### src/rtl/bp_update_sched_if.sv
// Branch-resolution / predictor-update bus for bp_update_sched.
// master = resolution sources + predictor + controller side, slave = scheduler.
interface bp_update_sched_if #(
    parameter int VLEN = 64
);
    logic            flush_i;

    logic            req0_valid_i;
    logic            req0_ready_o;
    logic [VLEN-1:0] req0_pc_i;
    logic [VLEN-1:0] req0_target_i;
    logic            req0_taken_i;
    logic            req0_mispredict_i;
    logic [2:0]      req0_cf_i;

    logic            req1_valid_i;
    logic            req1_ready_o;
    logic [VLEN-1:0] req1_pc_i;
    logic [VLEN-1:0] req1_target_i;
    logic            req1_taken_i;
    logic            req1_mispredict_i;
    logic [2:0]      req1_cf_i;

    logic            upd_valid_o;
    logic            upd_ready_i;
    logic [VLEN-1:0] upd_pc_o;
    logic [VLEN-1:0] upd_target_o;
    logic            upd_taken_o;
    logic            upd_mispredict_o;
    logic [2:0]      upd_cf_o;

    logic            redirect_valid_o;
    logic [VLEN-1:0] redirect_target_o;
    logic            squash_o;
    logic [31:0]     perf_mispredict_o;
    logic [31:0]     perf_dropped_o;

    modport slave (
        input  flush_i,
        input  req0_valid_i, req0_pc_i, req0_target_i, req0_taken_i, req0_mispredict_i, req0_cf_i,
        output req0_ready_o,
        input  req1_valid_i, req1_pc_i, req1_target_i, req1_taken_i, req1_mispredict_i, req1_cf_i,
        output req1_ready_o,
        output upd_valid_o, upd_pc_o, upd_target_o, upd_taken_o, upd_mispredict_o, upd_cf_o,
        input  upd_ready_i,
        output redirect_valid_o, redirect_target_o, squash_o,
        output perf_mispredict_o, perf_dropped_o
    );

    modport master (
        output flush_i,
        output req0_valid_i, req0_pc_i, req0_target_i, req0_taken_i, req0_mispredict_i, req0_cf_i,
        input  req0_ready_o,
        output req1_valid_i, req1_pc_i, req1_target_i, req1_taken_i, req1_mispredict_i, req1_cf_i,
        input  req1_ready_o,
        input  upd_valid_o, upd_pc_o, upd_target_o, upd_taken_o, upd_mispredict_o, upd_cf_o,
        output upd_ready_i,
        input  redirect_valid_o, redirect_target_o, squash_o,
        input  perf_mispredict_o, perf_dropped_o
    );
endinterface

### src/rtl/bp_update_sched.sv
// Age-ordered predictor-update FIFO with mispredict redirect and wrong-path squash.
// Optional saturating perf counters under `BP_UPDATE_PERF_EN.
module bp_update_sched #(
    parameter int VLEN  = 64,
    parameter int DEPTH = 4
) (
    input  logic               clk_i,
    input  logic               rst_ni,
    bp_update_sched_if.slave   bus
);
    localparam int AW = $clog2(DEPTH);
    localparam int CW = AW + 1;

    typedef struct packed {
        logic [VLEN-1:0] pc;
        logic [VLEN-1:0] target;
        logic            taken;
        logic            mispredict;
        logic [2:0]      cf;
    } entry_t;

    typedef enum logic {RUN, SQUASH} state_t;

    state_t            state;
    logic              active;
    logic [CW-1:0]     count;
    logic [AW-1:0]     wptr, rptr;
    entry_t            mem [DEPTH];
    entry_t [1:0]      req;
    entry_t            head;

    logic              run, rdy0, rdy1, acc0, acc1;
    logic              mp0_hit, push0, push1, go_sq, pop;
    logic [1:0]        n_push;
    logic [CW-1:0]     space;

    assign req[0] = '{pc: bus.req0_pc_i, target: bus.req0_target_i, taken: bus.req0_taken_i,
                      mispredict: bus.req0_mispredict_i, cf: bus.req0_cf_i};
    assign req[1] = '{pc: bus.req1_pc_i, target: bus.req1_target_i, taken: bus.req1_taken_i,
                      mispredict: bus.req1_mispredict_i, cf: bus.req1_cf_i};

    // Readiness uses the pre-dequeue count; active keeps readys low while in reset.
    assign run   = (state == RUN);
    assign space = CW'(DEPTH) - count;
    assign rdy0  = active & (~run | (space >= CW'(1)));
    assign rdy1  = active & (~run | (space >= CW'(2)));

    always_comb begin
        acc0    = bus.req0_valid_i & rdy0;
        acc1    = bus.req1_valid_i & rdy1;
        mp0_hit = run & acc0 & req[0].mispredict;
        push0   = run & acc0 & ((req[0].cf != 3'd0) | req[0].mispredict);
        push1   = run & acc1 & ~mp0_hit & ((req[1].cf != 3'd0) | req[1].mispredict);
        go_sq   = mp0_hit | (push1 & req[1].mispredict);
        pop     = (count != '0) & bus.upd_ready_i;
        n_push  = {1'b0, push0} + {1'b0, push1};
    end

    always_ff @(posedge clk_i) begin
        if (push0) mem[wptr] <= req[0];
        if (push1) mem[wptr + AW'(push0)] <= req[1];
    end

    always_ff @(posedge clk_i or negedge rst_ni) begin
        if (!rst_ni) begin
            count <= '0;
            wptr  <= '0;
            rptr  <= '0;
        end else begin
            count <= count + CW'(n_push) - CW'(pop);
            wptr  <= wptr + AW'(n_push);
            rptr  <= rptr + AW'(pop);
        end
    end

    always_ff @(posedge clk_i or negedge rst_ni) begin
        if (!rst_ni) begin
            state                 <= RUN;
            active                <= 1'b0;
            bus.redirect_valid_o  <= 1'b0;
            bus.redirect_target_o <= '0;
        end else begin
            active               <= 1'b1;
            bus.redirect_valid_o <= go_sq;
            if (go_sq) bus.redirect_target_o <= mp0_hit ? req[0].target : req[1].target;
            case (state)
                RUN:     if (go_sq)       state <= SQUASH;
                SQUASH:  if (bus.flush_i) state <= RUN;
                default:                  state <= RUN;
            endcase
        end
    end

    assign head                 = (count != '0) ? mem[rptr] : '0;
    assign bus.req0_ready_o     = rdy0;
    assign bus.req1_ready_o     = rdy1;
    assign bus.upd_valid_o      = (count != '0);
    assign bus.upd_pc_o         = head.pc;
    assign bus.upd_target_o     = head.target;
    assign bus.upd_taken_o      = head.taken;
    assign bus.upd_mispredict_o = head.mispredict;
    assign bus.upd_cf_o         = head.cf;
    assign bus.squash_o         = ~run;

`ifdef BP_UPDATE_PERF_EN
    logic [31:0] perf_mp, perf_dr;
    logic [1:0]  n_drop;
    logic        n_mp;
    logic [32:0] mp_sum, dr_sum;

    // Squash-state drops count regardless of cf; req1 lost to an older mispredict counts too.
    assign n_mp   = (push0 & req[0].mispredict) | (push1 & req[1].mispredict);
    assign n_drop = run ? {1'b0, acc1 & mp0_hit} : ({1'b0, acc0} + {1'b0, acc1});
    assign mp_sum = {1'b0, perf_mp} + 33'(n_mp);
    assign dr_sum = {1'b0, perf_dr} + 33'(n_drop);

    always_ff @(posedge clk_i or negedge rst_ni) begin
        if (!rst_ni) begin
            perf_mp <= '0;
            perf_dr <= '0;
        end else begin
            perf_mp <= mp_sum[32] ? '1 : mp_sum[31:0];
            perf_dr <= dr_sum[32] ? '1 : dr_sum[31:0];
        end
    end

    assign bus.perf_mispredict_o = perf_mp;
    assign bus.perf_dropped_o    = perf_dr;
`else
    assign bus.perf_mispredict_o = '0;
    assign bus.perf_dropped_o    = '0;
`endif
endmodule

### src/flat_wrapper.sv
// flat-port wrapper written by rule: the top's interface ports become plain ports
module bp_update_sched_flat 
#(
    parameter int VLEN  = 64,
    parameter int DEPTH = 4
)
  (clk_i, rst_ni, bus_flush_i, bus_req0_valid_i, bus_req0_pc_i, bus_req0_target_i, bus_req0_taken_i, bus_req0_mispredict_i, bus_req0_cf_i, bus_req0_ready_o, bus_req1_valid_i, bus_req1_pc_i, bus_req1_target_i, bus_req1_taken_i, bus_req1_mispredict_i, bus_req1_cf_i, bus_req1_ready_o, bus_upd_valid_o, bus_upd_pc_o, bus_upd_target_o, bus_upd_taken_o, bus_upd_mispredict_o, bus_upd_cf_o, bus_upd_ready_i, bus_redirect_valid_o, bus_redirect_target_o, bus_squash_o, bus_perf_mispredict_o, bus_perf_dropped_o);
  bp_update_sched_if #(.VLEN(VLEN)) bus_i ();
  input  logic clk_i;
  input  logic rst_ni;
  input wire logic [$bits(bus_i.flush_i)-1:0] bus_flush_i;
  input wire logic [$bits(bus_i.req0_valid_i)-1:0] bus_req0_valid_i;
  input wire logic [$bits(bus_i.req0_pc_i)-1:0] bus_req0_pc_i;
  input wire logic [$bits(bus_i.req0_target_i)-1:0] bus_req0_target_i;
  input wire logic [$bits(bus_i.req0_taken_i)-1:0] bus_req0_taken_i;
  input wire logic [$bits(bus_i.req0_mispredict_i)-1:0] bus_req0_mispredict_i;
  input wire logic [$bits(bus_i.req0_cf_i)-1:0] bus_req0_cf_i;
  output wire logic [$bits(bus_i.req0_ready_o)-1:0] bus_req0_ready_o;
  input wire logic [$bits(bus_i.req1_valid_i)-1:0] bus_req1_valid_i;
  input wire logic [$bits(bus_i.req1_pc_i)-1:0] bus_req1_pc_i;
  input wire logic [$bits(bus_i.req1_target_i)-1:0] bus_req1_target_i;
  input wire logic [$bits(bus_i.req1_taken_i)-1:0] bus_req1_taken_i;
  input wire logic [$bits(bus_i.req1_mispredict_i)-1:0] bus_req1_mispredict_i;
  input wire logic [$bits(bus_i.req1_cf_i)-1:0] bus_req1_cf_i;
  output wire logic [$bits(bus_i.req1_ready_o)-1:0] bus_req1_ready_o;
  output wire logic [$bits(bus_i.upd_valid_o)-1:0] bus_upd_valid_o;
  output wire logic [$bits(bus_i.upd_pc_o)-1:0] bus_upd_pc_o;
  output wire logic [$bits(bus_i.upd_target_o)-1:0] bus_upd_target_o;
  output wire logic [$bits(bus_i.upd_taken_o)-1:0] bus_upd_taken_o;
  output wire logic [$bits(bus_i.upd_mispredict_o)-1:0] bus_upd_mispredict_o;
  output wire logic [$bits(bus_i.upd_cf_o)-1:0] bus_upd_cf_o;
  input wire logic [$bits(bus_i.upd_ready_i)-1:0] bus_upd_ready_i;
  output wire logic [$bits(bus_i.redirect_valid_o)-1:0] bus_redirect_valid_o;
  output wire logic [$bits(bus_i.redirect_target_o)-1:0] bus_redirect_target_o;
  output wire logic [$bits(bus_i.squash_o)-1:0] bus_squash_o;
  output wire logic [$bits(bus_i.perf_mispredict_o)-1:0] bus_perf_mispredict_o;
  output wire logic [$bits(bus_i.perf_dropped_o)-1:0] bus_perf_dropped_o;
  assign bus_i.flush_i = bus_flush_i;
  assign bus_i.req0_valid_i = bus_req0_valid_i;
  assign bus_i.req0_pc_i = bus_req0_pc_i;
  assign bus_i.req0_target_i = bus_req0_target_i;
  assign bus_i.req0_taken_i = bus_req0_taken_i;
  assign bus_i.req0_mispredict_i = bus_req0_mispredict_i;
  assign bus_i.req0_cf_i = bus_req0_cf_i;
  assign bus_req0_ready_o = bus_i.req0_ready_o;
  assign bus_i.req1_valid_i = bus_req1_valid_i;
  assign bus_i.req1_pc_i = bus_req1_pc_i;
  assign bus_i.req1_target_i = bus_req1_target_i;
  assign bus_i.req1_taken_i = bus_req1_taken_i;
  assign bus_i.req1_mispredict_i = bus_req1_mispredict_i;
  assign bus_i.req1_cf_i = bus_req1_cf_i;
  assign bus_req1_ready_o = bus_i.req1_ready_o;
  assign bus_upd_valid_o = bus_i.upd_valid_o;
  assign bus_upd_pc_o = bus_i.upd_pc_o;
  assign bus_upd_target_o = bus_i.upd_target_o;
  assign bus_upd_taken_o = bus_i.upd_taken_o;
  assign bus_upd_mispredict_o = bus_i.upd_mispredict_o;
  assign bus_upd_cf_o = bus_i.upd_cf_o;
  assign bus_i.upd_ready_i = bus_upd_ready_i;
  assign bus_redirect_valid_o = bus_i.redirect_valid_o;
  assign bus_redirect_target_o = bus_i.redirect_target_o;
  assign bus_squash_o = bus_i.squash_o;
  assign bus_perf_mispredict_o = bus_i.perf_mispredict_o;
  assign bus_perf_dropped_o = bus_i.perf_dropped_o;
  bp_update_sched #(.VLEN(VLEN), .DEPTH(DEPTH)) u_core (.clk_i(clk_i), .rst_ni(rst_ni), .bus(bus_i));
endmodule
### config.mk
export PLATFORM = sky130hd
export DESIGN_NAME = bp_update_sched_flat
export DESIGN_NICKNAME = d
export VERILOG_FILES = /design/src/rtl/bp_update_sched_if.sv /design/src/rtl/bp_update_sched.sv /design/src/flat_wrapper.sv
export SDC_FILE = /design/constraint.sdc
export NUM_CORES = 1
export LEC_CHECK = 0
export BUFFER_PORTS_ARGS = -buffer_cell sky130_fd_sc_hd__buf_2
export CAP_MARGIN = 20
export CELL_PAD_IN_SITES_DETAIL_PLACEMENT = 2
export CELL_PAD_IN_SITES_GLOBAL_PLACEMENT = 2
export CORE_AREA = 2 2 296 269
export DETAILED_ROUTE_END_ITERATION = 16
export DIE_AREA = 0 0 298 271
export GPL_ROUTABILITY_DRIVEN = 1
export GPL_TIMING_DRIVEN = 0
export PLACE_DENSITY = 0.77
export SLEW_MARGIN = 20
export SYNTH_ARGS = -nofsm -noshare
export SYNTH_HDL_FRONTEND = slang
export SYNTH_SLANG_ARGS = --single-unit
### constraint.sdc
create_clock -name clk_i -period 15.82 [get_ports clk_i]
set_input_delay 2.373 -clock clk_i [delete_from_list [all_inputs] [get_ports clk_i]]
set_output_delay 2.373 -clock clk_i [all_outputs]
set_load 0.05 [all_outputs]
# After elaboration in Yosys (flattened, before gate mapping)
# Memories as Yosys holds them, arrays and structs flattened.
# Cells that the tools add are included.
word_totals:
  ramBits: 532
  register_bits: 74
  n_memories: 1
  output_inout_bits: 266
  wordCells: 48
  input_bits: 272
memory_table:
  columns: ["memory", "depth", "word_bits", "rd", "rd_clocked_by_memory_dff", "wr", "line", "rtl"]
  rows:
  - ["u_core.mem", 4, 133, 1, 0, 2, "bp_update_sched.sv:28", "entry_t mem [DEPTH];"]
op_classes:
  n_addsub: 7
  muxes: 9
  bitwise_logic: 19
  reduce_logical: 3
  n_lt_le_gt_ge: 2
ops:
  columns: ["cell", "n"]
  rows:
  - ["133-bit 2-to-1 mux", 1]
  - ["64-bit 2-to-1 mux", 1]
  - ["1-bit AND", 12]
  - ["3-bit nonzero test", 3]
  - ["1-bit 2-to-1 mux", 6]
  - ["1-bit OR", 5]
  - ["2-bit by 1-bit adder with 2-bit output", 2]
  - ["3-bit by 2-bit adder with 3-bit output", 1]
  - ["3-bit by 1-bit greater-or-equal comparator with 1-bit output, second input constant", 1]
  - ["3-bit by 2-bit greater-or-equal comparator with 1-bit output, second input constant", 1]
  - ["3-bit by 1-bit subtractor with 3-bit output", 1]
  - ["3-bit subtractor, first input constant", 1]
  - ["1-bit by 1-bit adder with 2-bit output", 1]
  - ["2-bit adder", 1]
  - ["1-bit NOT", 2]
  - ["1-bit case mux with 2 select lines", 1]

# Longest topological paths before layout
# Gate-level depths: netlist of the first run.
logic_depth:
  ltp_word: 14
  depth_mapped: 12
  mapped_depth_nobuf: 12

# Worst setup path after synthesis of the first run
# Ideal clock, no wire load.
synth_path:
  path_type: "input -> register"
  from: "in bus_req0_valid_i"
  to: "mem u_core.mem[2][0] (netlist name) (enable)"
  setup_slack_ns: 2.771
  t_arrival_ns: 12.241
  setup_time_ns: 0.809
  cell_stages: 4
  required_time_ns: 15.011
  path_cell_list: "nand3b_1 > a211oi_1 > nand2_1 > o21ai_0"
synth_rtl:
  columns: ["item", "line", "rtl"]
  rows:
  - ["from (decl)", "flat_wrapper.sv:12", "input wire logic [$bits(bus_i.req0_valid_i)-1:0] bus_req0_valid_i;"]
  - ["to (decl)", "bp_update_sched.sv:28", null]

# Final worst setup path of the first run
layout_path:
  from: "reg u_core.rptr[0]"
  to: "out bus_upd_pc_o[20]"
layout_between:
  elab_chain_len: 2
layout_lines:
  columns: ["item", "line", "rtl"]
  rows:
  - ["from (decl)", "bp_update_sched.sv:27", "logic [AW-1:0] wptr, rptr;"]
  - ["from (signal assigned)", "bp_update_sched.sv:72", "rptr <= rptr + AW'(pop);"]
  - ["memory read 4 x 133 bit", null, null]
  - ["133-bit 2-to-1 mux", "bp_update_sched.sv:94", "assign head = (count != '0) ? mem[rptr] : '0;"]
  - ["to (decl)", "flat_wrapper.sv:27", "output wire logic [$bits(bus_i.upd_pc_o)-1:0] bus_upd_pc_o;"]
# No other way between the ends.

==> flow_summary.yaml, run 1 <==
critical_path:
  slowest_stage: "buf_1"
  critical-path-top-delay-family: "buffers and inverters"
  worstPathArrival_ns: 3.84
  cp-end-kind: "output port"
  start_kind: "flip-flop"
  worstPathMaxFanout: 10
  crit_type: "reg -> out"
  cp_slowest_stage_delay_ns: 0.76
  critPathMostFrequentCell: "buf_2"
  cp.required_ns: 13.45
  crit_chain: "clkbuf_1 -> buf_2 -> buf_1 -> mux4_2 -> and2_1 -> buf_2"
  crit_buf_inv: 4
power:
  power_density_nw_per_um2: 199.0
  peakVddDrop_mv: 0.1196
  p_leak_nw: 14.81
  finalPower_mw: 7.558
synth:
  yosys.area_share.adder_pct: 0.5126
  synth_compound_area_share_pct: 2.286
  synthMuxAreaShare_pct: 30.69
  synth_xor_area_share_pct: 0.1993
  synth_cells: 1792
  synth_area_leaders: "edfxtp_1 52%, mux2_2 15%, mux4_2 9.7%"
  synthSimpleGateAreaFrac_pct: 4.536
  postSynthAreaPerCell_sq_um: 17.16
  ys_types: 37
  synth_warnings: 0
  syn-cell-area_sq_um: 30750
  ys_ff_latch: 606
  synth_top_family_by_area: "multiplexers"
  seq_area_frac_synth_pct: 57.97
  yosys.area.top_type_share_pct: 51.94
  yosys.area.top_type: "edfxtp_1"
layout:
  final_util_pct: 49.04
  instances_no_fill: 3537
  final_common_cell: "edfxtp_1"
  area_growth_pct: 23.47
  layout.nets: 2719
  layout_common_cells: "532 x edfxtp_1, 508 x buf_2, 414 x mux2_2, 133 x mux4_2, 133 x and2_1"
  drive_above_1_share_pct: 56.39
  n_fill_cell: 7297
timing:
  rsz0062_at_grt: "no"
  hold_viol: 0
  max_freq_mhz: 161.0
  period_share_pct: 39.26
  tightest_slew_ns: 1.010
  slew_headroom_pct: 32.69
  whs_ns: 0.5153
  setup_viol: 0
  fin_tns_setup_ns: 0
  period_minus_slack_ns: 6.211
  skew_ns: 0.02334
  slew_viol_final: 0
grt:
  grt_max_degree: 45
  antenna_found_initial: 16
  gr-total-overflow: 0
  grt_pass1_wl_microns: 149900
  grt_pass1_vias: 21900
  track_usage_pct: 25.14
cts:
  cts_tree: "yes"
  cts_setup_buffers: 0
  ctsHoldBuffers: 0
  clkLatencyLatePin_ns: 0.61
  clock-root-buffer: "clkbuf_16"
  cts.repair.resized: 0
  clk_path_buf_depth: 3
  clkTransAtPathRegs_ns: 0.06
  cts.sinks: 606
  cts_made_buffers: 69
  htree_levels: 3
place:
  io_buffers: 473
  dp.cells: 3403
  place_hpwl_microns: 72160
  gp_congestion: 0.7782
routing:
  num_vias: 19320
  route.detailed.wl_per_inst_microns: 28.99
  drc: 0
  drtIter0Drc: 1145
  antenna_left: 0
  dr.pass1.iters: 4
  routed_via_density: 5.463
  totalWireLength_microns: 102500
status:
  outcome: "finished, final reports clean"
floorplan:
  pin_count: 538
  die_y_microns: 271
  num_rows: 97
  start_util_pct: 39.72
  die_w_microns: 298
  core_area_sq_um: 77430
  dieArea_sq_um: 80760
run:
  cap_viol_max_count: 0
worst_hold_path:
  worstHoldPathType: "reg -> reg"
==> per-layer routing <==
metal / routed length, microns / GRT usage (%) / share of wire, %
met1: 40840 / 30.96 / 40
met2: 54070 / 45.40 / 53
met3: 5039 / 4.521 / 4.9
met4: 2499 / 6.374 / 2.4
met5: 104 / 0 / 0.10
==> layout make-up <==
| cell class | count | area (sq um) | share of cell area [%] |
|---|---|---|---|
| sequential | 606 | 17830 | 46.95 |
| multi-input combinational | 1043 | 12060 | 31.77 |
| timing repair buffer | 509 | 3306 | 8.705 |
| clock buffer | 97 | 1998 | 5.262 |
| tap | 1039 | 1300 | 3.423 |
| buffer | 194 | 1122 | 2.956 |
| clock inverter | 27 | 286.5 | 0.7545 |
| inverter | 12 | 45.04 | 0.1186 |
| antenna | 10 | 25.02 | 0.06590 |
==> registers in the layout (all words and copies together) (netlist names) <==
signal                        flops
u_core.wptr                       2
u_core.bus.redirect_valid_o       1
u_core.mem                      532
u_core.active                     1
u_core.count                      3
u_core.bus.squash_o               1
u_core.bus.redirect_target_o     64
u_core.rptr                       2
==> path summary, 6_finish.rpt <==
| path | startpoint | endpoint | slack, ns | cells past startpoint |
|---|---|---|---|---|
| max | u_core.rptr[0] | bus_upd_pc_o[20] | 9.61 | 6 |
| min | u_core.bus.redirect_target_o[57] | u_core.bus.redirect_target_o[57] | 0.52 | 1 |
| max reg2reg | u_core.count[0] | u_core.mem[2][99] | 10.69 | 16 |
| min reg2reg | u_core.bus.redirect_target_o[57] | u_core.bus.redirect_target_o[57] | 0.52 | 1 |
| max in group asynchronous | rst_ni | u_core.bus.redirect_target_o[58] | 13.53 | 2 |
| min in group asynchronous | rst_ni | u_core.bus.redirect_target_o[20] | 1.66 | 1 |
==> worst register-to-register path: cells and delay by family (launching register included) <==
kind	cells	cell delay [ns]
flip-flops	1	0.44
AND/OR/NAND/NOR	2	0.71
adder cells (fa/ha/maj)	3	0.93
AO/OA/AOI/OAI	2	0.95
buffers and inverters	9	1.78
==> kinds of logic after synthesis <==
group	after synthesis
AOI/OAI and AO/OA	73
xor gates and xnor gates	7
adders and majority gates	12
buffers and inverters	206
DFF	606
muxes	666
other	2
and+or+nand+nor	220
==> Yosys cell counts (all sizes together) <==
cell / n
a211oi: 1
a21boi: 2
a221o: 63
and2: 133
and3: 63
and4: 1
buf: 128
clkbuf: 66
conb: 2
dfrtp: 74
edfxtp: 532
fa: 1
ha: 11
inv: 12
mux2: 532
mux2i: 1
mux4: 133
nand2: 5
nand2b: 1
nand3b: 1
nor2: 3
nor2b: 2
nor3: 2
nor3b: 2
nor4: 2
nor4b: 1
o2111ai: 1
o21ai: 4
o21bai: 2
or3b: 2
or4: 2
xnor2: 5
xor2: 2
==> power by group <==
group | internal, mW | switching (mW) | leakage (nW)
sequential | 2.13 | 0.121 | 5.76
clock | 0.966 | 0.680 | 1.13
combinational | 1.19 | 2.47 | 7.93
==> stage by stage <==
step	setup WS, ns	area, sq um
floorplan	2.771	30990
global placement	-7.779	34660
detailed placement	9.094	35660
CTS	9.488	37950
global route	9.370	37960
finish	9.609	37970
(Power assumes the default switching activity.)
==> run 2: changes to the inputs <==
==> constraint.sdc (replaced) <==
create_clock -name clk_i -period 6 [get_ports clk_i]
set_input_delay 0.9 -clock clk_i [delete_from_list [all_inputs] [get_ports clk_i]]
set_output_delay 0.9 -clock clk_i [all_outputs]
set_load 0.05 [all_outputs]
==> flow_summary.yaml, run 2 (synthesis gave the netlist of run 1 again) <==
timing:
  rsz0062_at_grt: "no"
  hold_viol: 0
  period_share_pct: 91.35
  fin_tns_setup_ns: 0
  skew_ns: 0.03552
  slew_viol_final: 0
  tightest_slew_ns: 1.050
  max_freq_mhz: 182.4
  period_minus_slack_ns: 5.481
  setup_viol: 0
  whs_ns: 0.2373
  slew_headroom_pct: 29.99
floorplan:
  dieArea_sq_um: 80760
  start_util_pct: 39.72
  num_rows: 97
  die_y_microns: 271
  die_w_microns: 298
  pin_count: 538
  core_area_sq_um: 77430
place:
  gp_congestion: 0.7907
  place_hpwl_microns: 72160
  io_buffers: 473
status:
  outcome: "finished, final reports clean"
cts:
  clk_path_buf_depth: 3
  cts.repair.resized: 0
  clkLatencyLatePin_ns: 0.63
  cts.sinks: 606
  cts_tree: "yes"
  clock-root-buffer: "clkbuf_16"
  cts_setup_buffers: 0
  clkTransAtPathRegs_ns: 0.06
  cts_made_buffers: 71
  htree_levels: 3
  ctsHoldBuffers: 0
routing:
  totalWireLength_microns: 103800
  drtIter0Drc: 1227
  route.detailed.wl_per_inst_microns: 29.32
  dr.pass1.iters: 6
  num_vias: 19450
  drc: 0
  antenna_left: 0
  routed_via_density: 5.494
power:
  power_density_nw_per_um2: 524.0
  p_leak_nw: 14.76
  peakVddDrop_mv: 0.3518
layout:
  regMostFlops: "u_core.mem"
  layout.nets: 2722
  final_common_cell: "edfxtp_1"
  area_growth_pct: 23.24
  reg_top3: "u_core.mem: 532 flops, u_core.bus.redirect_target_o: 64 flops, u_core.count: 3 flops"
  largest_reg_flops: 532
  n_fill_cell: 7290
  layout_common_cells: "532 x edfxtp_1, 508 x buf_2, 414 x mux2_2, 133 x mux4_2, 133 x and2_1"
  drive_above_1_share_pct: 56.28
critical_path:
  cp-end-kind: "flip-flop"
  cp.required_ns: 6.30
  start_kind: "flip-flop"
  crit_type: "reg -> reg"
  worstPathArrival_ns: 5.78
  worstPathMaxFanout: 19
worst_hold_path:
  worstHoldPathType: "in -> async"
grt:
  grt_pass1_vias: 22130
  gr-total-overflow: 0
  grt_pass1_wl_microns: 150800
  antenna_found_initial: 14
  track_usage_pct: 25.36
  grt_max_degree: 48
run:
  cap_viol_max_count: 0
## run 2: cell count changes in the layout (fill, tap and decap cells not counted), sizes merged
cell | before | now
bufinv | 5 | 2
buf | 634 | 636
clkinvlp | 0 | 2
clkbuf | 166 | 170
clkinv | 22 | 18
inv | 12 | 14
## run 2: per-stage QoR
stage | util, % | std cells | area, sq um | setup slack [ns] | power [mW]
after floorplan | - | 1855 | 31000 | -2.217 | 12.73
after global placement | 44.77 | 3367 | 34670 | -8.875 | 15.38
after detailed placement | 46.03 | 3404 | 35640 | 0.3869 | 15.71
after CTS | 48.91 | 3530 | 37870 | 0.4023 | 20.05
after global routing | 48.94 | 3537 | 37890 | 0.1428 | 20.60
final | 48.95 | 3540 | 37900 | 0.5189 | 19.86
## run 2: area by class of cell
type | instances | area (sq um) | share of cell area, %
timing repair buffer | 510 | 3287 | 8.672
buffer | 194 | 1121 | 2.958
sequential | 606 | 17830 | 47.04
tap | 1039 | 1300 | 3.430
inverter | 12 | 45.04 | 0.1188
clock inverter | 24 | 196.4 | 0.5183
multi-input combinational | 1043 | 12060 | 31.83
clock buffer | 102 | 2036 | 5.371
antenna | 10 | 25.02 | 0.06602
## run 2: power breakdown
part	leakage (nW)	switching, mW	internal, mW
Clock	1.09	1.80	2.45
Combinational	7.92	6.52	3.15
Sequential	5.76	0.326	5.63
Total	14.8	8.64	11.2
## run 2: worst paths after layout
kind | slack, ns | cells after the start | end | start
min in group clk_i | 0.49 | 2 | u_core.bus.squash_o | bus_flush_i
setup / recovery | 0.52 | 16 | u_core.mem[3][100] | u_core.count[0]
setup reg to reg | 0.52 | 16 | u_core.mem[3][100] | u_core.count[0]
hold / removal | 0.24 | 1 | u_core.bus.redirect_target_o[20] | rst_ni
max in group asynchronous | 5.08 | 2 | u_core.bus.redirect_target_o[58] | rst_ni
hold reg to reg | 0.51 | 1 | u_core.bus.redirect_target_o[62] | u_core.bus.redirect_target_o[62]
## run 2: routing by layer
layer,track usage [%],part of all wire [%]
met5,0,0.044
met4,6.440,2.0
met3,4.714,5.4
met2,46.14,53
met1,30.84,39
## run 2: worst max-delay path, stage by stage (launching register included)
cell and delay (ns):
dfrtp_1 0.44, inv_1 0.11, ha_1 0.21, ha_1 0.30, nor3b_1 0.18, a211oi_1 0.55, ha_1 0.32, xor2_1 0.18
nand2_1 0.11, nor3_4 0.69, buf_2 0.49, buf_2 0.38, o21bai_4 0.35, buf_16 0.24, buf_16 0.18, buf_12 0.21
buf_16 0.17
==> run 3: changes to the inputs <==
--- a/config.mk
+++ b/config.mk
@@ -5,17 +5,17 @@
 export SDC_FILE = /design/constraint.sdc
 export NUM_CORES = 1
 export LEC_CHECK = 0
+export ABC_AREA = 1
 export BUFFER_PORTS_ARGS = -buffer_cell sky130_fd_sc_hd__buf_2
 export CAP_MARGIN = 20
 export CELL_PAD_IN_SITES_DETAIL_PLACEMENT = 2
 export CELL_PAD_IN_SITES_GLOBAL_PLACEMENT = 2
-export CORE_AREA = 2 2 296 269
+export CORE_AREA = 2 2 332 301
 export DETAILED_ROUTE_END_ITERATION = 16
-export DIE_AREA = 0 0 298 271
+export DIE_AREA = 0 0 334 303
 export GPL_ROUTABILITY_DRIVEN = 1
 export GPL_TIMING_DRIVEN = 0
-export PLACE_DENSITY = 0.77
-export SLEW_MARGIN = 20
+export PLACE_DENSITY = 0.79
 export SYNTH_ARGS = -nofsm -noshare
 export SYNTH_HDL_FRONTEND = slang
 export SYNTH_SLANG_ARGS = --single-unit
==> constraint.sdc (replaced) <==
create_clock -name clk_i -period 6 [get_ports clk_i]
set_input_delay 1.2 -clock clk_i [delete_from_list [all_inputs] [get_ports clk_i]]
set_output_delay 1.2 -clock clk_i [all_outputs]
set_load 0.05 [all_outputs]
==> flow_summary.yaml, run 3 <==
floorplan:
  die_w_microns: 334
  core_area_sq_um: 97650
  pin_count: 538
  die_y_microns: 303
  dieArea_sq_um: 101200
  start_util_pct: 33.76
  num_rows: 109
critical_path:
  worstPathArrival_ns: 6.00
  crit_type: "in -> reg"
  r2r-end: "u_core.mem[0][56]"
  cp.required_ns: 6.27
  r2r_slack_ns: 0.51
  r2r_start: "u_core.count[0]"
  cp-end-kind: "flip-flop"
  crit_chain: "buf_2 -> nor4_1 -> nor2_1 -> ha_1 -> xor2_2 -> nor2_2 -> nand3_2 -> clkbuf_1 -> nand2_8 -> buf_16"
  worstPathMaxFanout: 70
  crit_start: "bus_req0_mispredict_i"
  cp_slowest_stage_delay_ns: 0.79
  start_kind: "input pin"
  reg2regPathDepth: 15
  endpoint: "u_core.mem[0][56]"
  slowest_stage: "nor4_1"
run:
  cap_viol_max_count: 0
place:
  dp_slack_ns: -0.3421
  gp_congestion: 0.8467
  io_buffers: 473
  dp.cells: 5723
  place_area_sq_um: 37430
  place_hpwl_microns: 114700
layout:
  final_common_cell: "nand2_1"
  drive_above_1_share_pct: 18.09
  regMostFlops: "u_core.mem"
  final_util_pct: 40.71
  reg_top3: "u_core.mem: 532 flops, u_core.bus.redirect_target_o: 64 flops, u_core.count: 3 flops"
  fin_area_sq_um: 39760
  layout.nets: 4807
  area_growth_pct: 20.59
  instances_no_fill: 5873
  layout_common_cells: "1132 x nand2_1, 632 x buf_2, 539 x nor2_1, 534 x nand4_1, 532 x edfxtp_1"
  largest_reg_flops: 532
routing:
  dr.pass1.iters: 5
  drc: 0
  drtIter0Drc: 2904
  totalWireLength_microns: 162600
  route.detailed.wl_per_inst_microns: 27.69
  antenna_left: 0
  routed_via_density: 5.741
  num_vias: 33720
cts:
  cts.repair.resized: 0
  cts.sinks: 606
  clock-root-buffer: "clkbuf_16"
  cts_setup_buffers: 0
  cts_tree: "yes"
  clkTransAtPathRegs_ns: 0.06
  clkLatencyLatePin_ns: 0.64
  clk_path_buf_depth: 3
  cts_made_buffers: 74
  ctsHoldBuffers: 0
  htree_levels: 3
grt:
  grt_pass1_wl_microns: 238100
  grt_pass1_vias: 36240
  track_usage_pct: 31.58
  gr-total-overflow: 0
  grt_max_degree: 76
  antenna_found_initial: 28
status:
  outcome: "finished, final reports clean"
synth:
  ys_types: 28
  yosys.area.top_type: "edfxtp_1"
  async_reset_ff_share_pct: 12.21
  synth_common_cells: "1136 x nand2_1, 539 x nor2_1, 534 x nand4_1"
  ys_ff_latch: 606
  yosys.area.top_type_share_pct: 48.46
  seq_area_frac_synth_pct: 54.07
  synth_area_leaders: "edfxtp_1 48%, nand2_1 13%, nand4_1 10%"
  yosys_most_used_dff: "edfxtp_1"
  synth_top_family_by_area: "simple AND/OR/NAND/NOR gates"
  synth_xor_area_share_pct: 0.1822
  synth_most_common_cell: "nand2_1"
  synthSimpleGateAreaFrac_pct: 32.52
  yosys.area_share.adder_pct: 0.4782
  syn-cell-area_sq_um: 32970
  synthMuxAreaShare_pct: 0
  synth_edf_count: 532
  synth_cells: 3903
  synth_warnings: 0
  postSynthAreaPerCell_sq_um: 8.447
  synth_compound_area_share_pct: 6.114
timing:
  tightest_slew_ns: 1.152
  slew_headroom_pct: 23.21
  rsz0062_at_grt: "no"
  slew_viol_final: 0
  finalWorstSetupSlack_ns: 0.2739
  whs_ns: 0.4905
  max_freq_mhz: 174.6
  period_share_pct: 95.43
  fin_tns_setup_ns: 0
  hold_viol: 0
  period_minus_slack_ns: 5.726
  setup_viol: 0
  skew_ns: 0.01958
power:
  finalPower_mw: 23.39
  p_leak_nw: 17.00
  peakVddDrop_mv: 0.4025
  power_density_nw_per_um2: 588.3
worst_hold_path:
  min_from: "u_core.count[2]"
  worstHoldPathType: "reg -> reg"
run 3: where the power goes:
part	total (mW)	leakage, nW	switching (mW)	internal, mW
registers	6.06	5.76	0.319	5.74
logic	12.9	10.1	10.4	2.52
clock network	4.45	1.11	1.95	2.50
run 3: worst max-delay path: cells and delay by family:
family	cells	cell delay, ns
and+or+nand+nor	5	2.94
buffers and inverters	3	1.22
adders and majority gates	1	0.30
xor gates and xnor gates	1	0.21
run 3: cell families after synthesis:
group                      count (synthesis)
and+or+nand+nor                         2419
DFF                                      606
buffers and inverters                    456
AOI/OAI and AO/OA                        402
adders and majority gates                 12
xor gates and xnor gates                   6
other                                      2
run 3: worst min-delay path by stage:
stage / end / slack [ns] / cells past startpoint
after detailed placement: u_core.count[2] / 0.48 / 1
after global routing: u_core.count[2] / 0.52 / 1
after CTS: u_core.count[2] / 0.50 / 1
after global placement: u_core.count[2] / 0.47 / 1
final: u_core.count[2] / 0.49 / 1
after floorplan: u_core.count[2] / 0.44 / 1
run 3: cell type report:
type | instances | area [sq um]
Fill cell | 11160 | 57890
Sequential cell | 606 | 17830
Multi-Input combinational cell | 2904 | 13260
Timing Repair Buffer | 481 | 2565
Clock buffer | 110 | 2088
Buffer | 431 | 2087
Tap cell | 1276 | 1597
Clock inverter | 25 | 197.7
Inverter | 25 | 93.84
Antenna cell | 15 | 37.54
run 3: routing by layer:
metal  global-route usage (%)  part of all wire [%]
met5                        0                 0.052
met2                    53.34                    48
met4                    11.85                   3.6
met1                    40.49                    41
met3                    5.701                   6.9
